`src/rtl/addsub_serial.sv`:
```
// addsub_serial
//   Digit-serial add/subtract unit. Operands are WIDTH bits wide and are
//   processed DIGIT bits per clock with a registered carry between digits,
//   so no full-width ripple path exists. A start/busy/done handshake frames
//   each operation; results and flags change only when an operation completes.
//
//   Ports
//     clk       rising-edge clock
//     rst_n     asynchronous active-low reset
//     start     operation request, sampled only when idle
//     Mode      0 = add, 1 = subtract
//     A, B      operands (A is minuend for subtract)
//     CarryIN   carry-in (add) / borrow-in (subtract)
//     busy      high whenever an operation is in flight
//     done      one-cycle pulse, results valid
//     Y         result
//     CarryOUT  carry-out (add) / borrow-out (subtract)
//     Overflow  two's-complement signed overflow
//     Zero      Y == 0
//
//   Parameters: WIDTH >= 2, DIGIT must divide WIDTH.
//
//   state  | meaning
//   -------+-------------------------------------------------
//   IDLE   | waiting for start; operands latched on accept
//   RUN    | one digit per cycle, digit index k = 0..NDIG-1
//   DONE   | results valid, done asserted for this cycle
module addsub_serial #(
   parameter int WIDTH = 16,
   parameter int DIGIT = 4
) (
   input  logic             clk,
   input  logic             rst_n,
   input  logic             start,
   input  logic             Mode,
   input  logic [WIDTH-1:0] A,
   input  logic [WIDTH-1:0] B,
   input  logic             CarryIN,
   output logic             busy,
   output logic             done,
   output logic [WIDTH-1:0] Y,
   output logic             CarryOUT,
   output logic             Overflow,
   output logic             Zero
);

   localparam int NDIG = WIDTH / DIGIT;
   localparam int KW   = (NDIG > 1) ? $clog2(NDIG) : 1;

   typedef enum logic [1:0] {
      S_IDLE = 2'd0,
      S_RUN  = 2'd1,
      S_DONE = 2'd2
   } state_t;

   state_t r_state;
   state_t w_state_next;

   // r_a doubles as the result shift register: each cycle the low operand
   // digit is consumed and the new sum digit enters at the top, so after
   // NDIG digits it holds the complete result with digit 0 at the bottom.
   logic [WIDTH-1:0]       r_a;
   logic [WIDTH-1:0]       r_b;
   logic                   r_mode;
   logic                   r_carry;
   logic                   r_a_msb;
   logic                   r_b_msb;   // MSB of the effective (possibly inverted) B
   logic [KW-1:0]          r_k;

   logic [DIGIT:0]         w_sum;
   logic [WIDTH+DIGIT-1:0] w_cat;
   logic [WIDTH-1:0]       w_shift;
   logic                   w_last;
   logic                   w_ovf;

   assign w_sum   = {1'b0, r_a[DIGIT-1:0]} + {1'b0, r_b[DIGIT-1:0]} + {{DIGIT{1'b0}}, r_carry};
   assign w_cat   = {w_sum[DIGIT-1:0], r_a};
   assign w_shift = w_cat[WIDTH+DIGIT-1:DIGIT];
   assign w_last  = (r_k == KW'(NDIG - 1));

   // Subtract is A + ~B, so "effective operand MSBs equal and result MSB
   // differs from A" covers both the add and subtract overflow rules.
   assign w_ovf   = (r_a_msb == r_b_msb) && (w_shift[WIDTH-1] != r_a_msb);

   assign busy = (r_state != S_IDLE);
   assign done = (r_state == S_DONE);

   always_ff @(posedge clk or negedge rst_n) begin
      if (!rst_n) begin
         r_state <= S_IDLE;
      end else begin
         r_state <= w_state_next;
      end
   end

   always_comb begin
      w_state_next = r_state;
      case (r_state)
         S_IDLE:  if (start) w_state_next = S_RUN;
         S_RUN:   if (w_last) w_state_next = S_DONE;
         S_DONE:  w_state_next = S_IDLE;
         default: w_state_next = S_IDLE;
      endcase
   end

   always_ff @(posedge clk or negedge rst_n) begin
      if (!rst_n) begin
         r_a      <= '0;
         r_b      <= '0;
         r_mode   <= 1'b0;
         r_carry  <= 1'b0;
         r_a_msb  <= 1'b0;
         r_b_msb  <= 1'b0;
         r_k      <= '0;
         Y        <= '0;
         CarryOUT <= 1'b0;
         Overflow <= 1'b0;
         Zero     <= 1'b0;
      end else begin
         case (r_state)
            S_IDLE: begin
               if (start) begin
                  r_a     <= A;
                  r_b     <= Mode ? ~B : B;
                  r_mode  <= Mode;
                  r_carry <= Mode ^ CarryIN;
                  r_a_msb <= A[WIDTH-1];
                  r_b_msb <= Mode ^ B[WIDTH-1];
                  r_k     <= '0;
               end
            end
            S_RUN: begin
               r_a     <= w_shift;
               r_b     <= r_b >> DIGIT;
               r_carry <= w_sum[DIGIT];
               r_k     <= r_k + 1'b1;
               if (w_last) begin
                  Y        <= w_shift;
                  CarryOUT <= r_mode ^ w_sum[DIGIT];
                  Overflow <= w_ovf;
                  Zero     <= (w_shift == '0);
               end
            end
            default: ;
         endcase
      end
   end

endmodule

```
`config.mk`:
```
export PLATFORM = sky130hd
export DESIGN_NAME = addsub_serial
export DESIGN_NICKNAME = d
export VERILOG_FILES = /design/src/rtl/addsub_serial.sv
export SDC_FILE = /design/constraint.sdc
export NUM_CORES = 1
export LEC_CHECK = 0
export ABC_AREA = 1
export BUFFER_PORTS_ARGS = -buffer_cell sky130_fd_sc_hd__buf_2
export CORE_ASPECT_RATIO = 0.75
export CORE_UTILIZATION = 48
export DETAILED_ROUTE_END_ITERATION = 10
export PLACE_DENSITY_LB_ADDON = 0.15
export SYNTH_ARGS = -nofsm -noshare
export SYNTH_HDL_FRONTEND = slang
export SYNTH_SLANG_ARGS = --single-unit
```
`constraint.sdc`:
```
create_clock -name clk -period 5.64 [get_ports clk]
set_input_delay 1.128 -clock clk [delete_from_list [all_inputs] [get_ports clk]]
set_output_delay 1.128 -clock clk [all_outputs]
set_load 0.05 [all_outputs]
```
==> impl_metrics.ini <==
[grt]
first_global_vias = 2124
track_usage = 0.2158
grt_overflow = 0
antenna_found_initial = 0
grt_max_degree = 60
grt_pass1_wl_um = 10380

[clocking]
path_clk_slew_ns = 0.06
cts_max_path_buffers = 2
hold_buffers = 0
clkSinkCount = 59
cts_setup_buffers = 0
cts_htree_levels = 3
cts_buffers = 9
clk_latency_ns = 0.35
cts_tree = yes
cts-root-buf = clkbuf_8
cts_resized = 0

[route]
firstDrtPassIters = 5
viasPerCell = 5.036
wirelength_um = 6136
drc = 0
vias = 2216
wire_per_inst_um = 13.95
ant_nets = 0
drt-initial-drc-count = 164

[setup_path]
path_class = in2reg
cp_data_arrival_time_ns = 2.58
max_stage_delay_ns = 0.53
crit_path_cell_trace = buf_2 > nand3_2 > nand2_4 > inv_4 > nand2_1 > o221ai_1
cp_max_fo = 32
worst_path_max_delay_cell = nand3_2
end_kind = flop
critical_path.startpoint_type = primary input
crit_required_ns = 5.83

[cells_and_area]
drive_above_1_share = 0.2680
fillerInstances = 548
area_growth_pct = 16.06
fin_area_um2 = 3382
nets = 401
num_antenna_cells = 0

[floorplan]
core_area_um2 = 5826
dieArea_um2 = 6390
die_x_um = 91.97
ioPinCount = 58
die_h_um = 69.48
start_util = 0.5002
rows = 24

[synth]
ys_warn_count = 0
synthArstFlopShare = 1.000
synth_cells = 304
yosysUniqueCellTypes = 31
syn_area_um2 = 2914
synth_edf_count = 0
ys_ff_latch = 59
synth_ff_type = dfrtp_1
ys_seq_area_frac = 0.5067
syn_nets = 347
syn_area_per_cell_um2 = 9.586

[timing]
drv_slew = 0
finalCritPeriodShare = 0.4236
setup_tns_ns = 0
tightest_slew_ns = 0.7442
setup_violations = 0
period_needed_ns = 2.389
fmax_ghz = 0.4186
relSlewSlack = 0.5038
hold_violations = 0
finalClockSkew_ns = 0.006742
rsz0062_at_grt = no

[place]
portBuffers = 57
placed_area_um2 = 3188
place_congestion = 0.7683
dp_hpwl_um = 4106

[power_and_ir_drop]
leakage_nw = 1.670
p_per_area_nw_per_um2 = 689.4
peakVddDrop_mv = 0.4354

[outcome]
status = completed

[hold_path]
hold_path_class = reg2reg

[run]
max_cap_violations = 0
report_power, final:
| group | total (W) | leakage [nW] | internal, W | switching, W |
|---|---|---|---|---|
| sequential | 0.000740 | 0.718 | 0.000628 | 0.000112 |
| clock | 0.000388 | 0.0995 | 0.000225 | 0.000163 |
| combinational | 0.00120 | 0.853 | 0.000361 | 0.000843 |
cell families (layout without fill, tap and decap cells):
| family | after synthesis | after routing | share of synthesized area |
|---|---|---|---|
| flops | 59 | 59 | 0.5067 |
| buf+inv | 44 | 102 | 0.07900 |
| simple gates | 122 | 122 | 0.1803 |
| compound gates | 54 | 54 | 0.1460 |
| fa+ha+maj | 6 | 6 | 0.03092 |
| xor+xnor | 19 | 19 | 0.05711 |
metal layers:
metal,track usage,part of all wire,vias to the layer above
met5,0,0,-
met4,0.07813,0.015,0
met3,0.07346,0.053,13
met2,0.2968,0.42,49
met1,0.3154,0.51,1044
li1,-,-,1110
cell type report:
type	instances	area (um2)	area share
clock buffer	13	158.9	0.04698
clock inverter	2	35.03	0.01036
inverter	29	113.9	0.03367
multi-input combinational	201	1207	0.3570
sequential	59	1476	0.4366
tap	78	97.59	0.02886
timing repair buffer	58	292.8	0.08657
state kept, by name, summed over array words and instances, names as in the netlist:
name	flops
Y	16
r_state	2
r_mode	1
r_b	16
Overflow	1
r_a	16
r_k	2
Zero	1
r_carry	1
r_b_msb	1
CarryOUT	1
r_a_msb	1
worst max-delay path: cells and delay by family:
family | cells | cell delay, ns
AOI/OAI and AO/OA | 1 | 0.11
buffers and inverters | 2 | 0.27
and+or+nand+nor | 3 | 1.06
cell usage after synthesis, types with 3 or more instances:
cell	count	area share
o211ai_1	6	0.015
buf_4	4	0.010
nand4_1	3	0.0064
buf_6	5	0.019
o21ai_2	14	0.042
nor2_1	15	0.019
nand3_1	8	0.014
a211oi_1	7	0.018
a211oi_2	3	0.013
inv_2	3	0.0039
dfrtp_1	59	0.51
a21oi_1	3	0.0052
o31ai_1	3	0.0077
inv_1	23	0.030
nand2_1	82	0.11
buf_2	6	0.010
xnor2_1	18	0.054
o21ai_0	6	0.010
o221ai_1	9	0.027
ha_1	4	0.017
nor3_1	10	0.017
final timing paths:
| check | from | to | slack (ns) | depth (start not counted) |
|---|---|---|---|---|
| setup / recovery | start | r_b[2] | 3.25 | 6 |
| hold / removal | Y[7] | Y[7] | 0.48 | 2 |
| setup reg to reg | r_state[0] | r_b[2] | 3.62 | 6 |
| hold reg to reg | Y[7] | Y[7] | 0.48 | 2 |
| max in group asynchronous | rst_n | r_b[1] | 4.22 | 2 |
| min in group asynchronous | rst_n | Y[10] | 0.93 | 2 |
per-stage QoR:
| step | std cells | power (W) | util | hold WS, ns | setup WS (ns) |
|---|---|---|---|---|---|
| after global routing | 440 | 0.002503 | 0.5805 | 0.5039 | 3.107 |
| after detailed placement | 425 | 0.001957 | 0.5473 | 0.4632 | 2.890 |
| after global placement | 425 | 0.001928 | 0.5473 | 0.4598 | 2.926 |
| final | 440 | 0.002332 | 0.5805 | 0.4764 | 3.251 |
| after CTS | 440 | 0.002351 | 0.5805 | 0.4795 | 3.253 |
| after floorplan | 304 | 0.001726 | - | 0.4422 | 3.428 |
placed cells by master (no fill, tap or decap), types with 2 or more instances in the layout:
cell / n
nor3_1: 10
nand3_1: 8
o31ai_1: 3
clkbuf_8: 11
o211ai_1: 6
a21oi_1: 3
nand2_4: 2
a211oi_2: 3
nor2_1: 15
inv_1: 23
inv_4: 2
clkbuf_1: 2
inv_2: 3
fa_1: 2
nand4_1: 3
o21ai_2: 14
dfrtp_1: 59
buf_2: 57
o21ai_0: 6
a211oi_1: 7
nand2_1: 82
o221ai_1: 9
ha_1: 4
xnor2_1: 18
No activity file was read; power rests on OpenSTA's default activity.
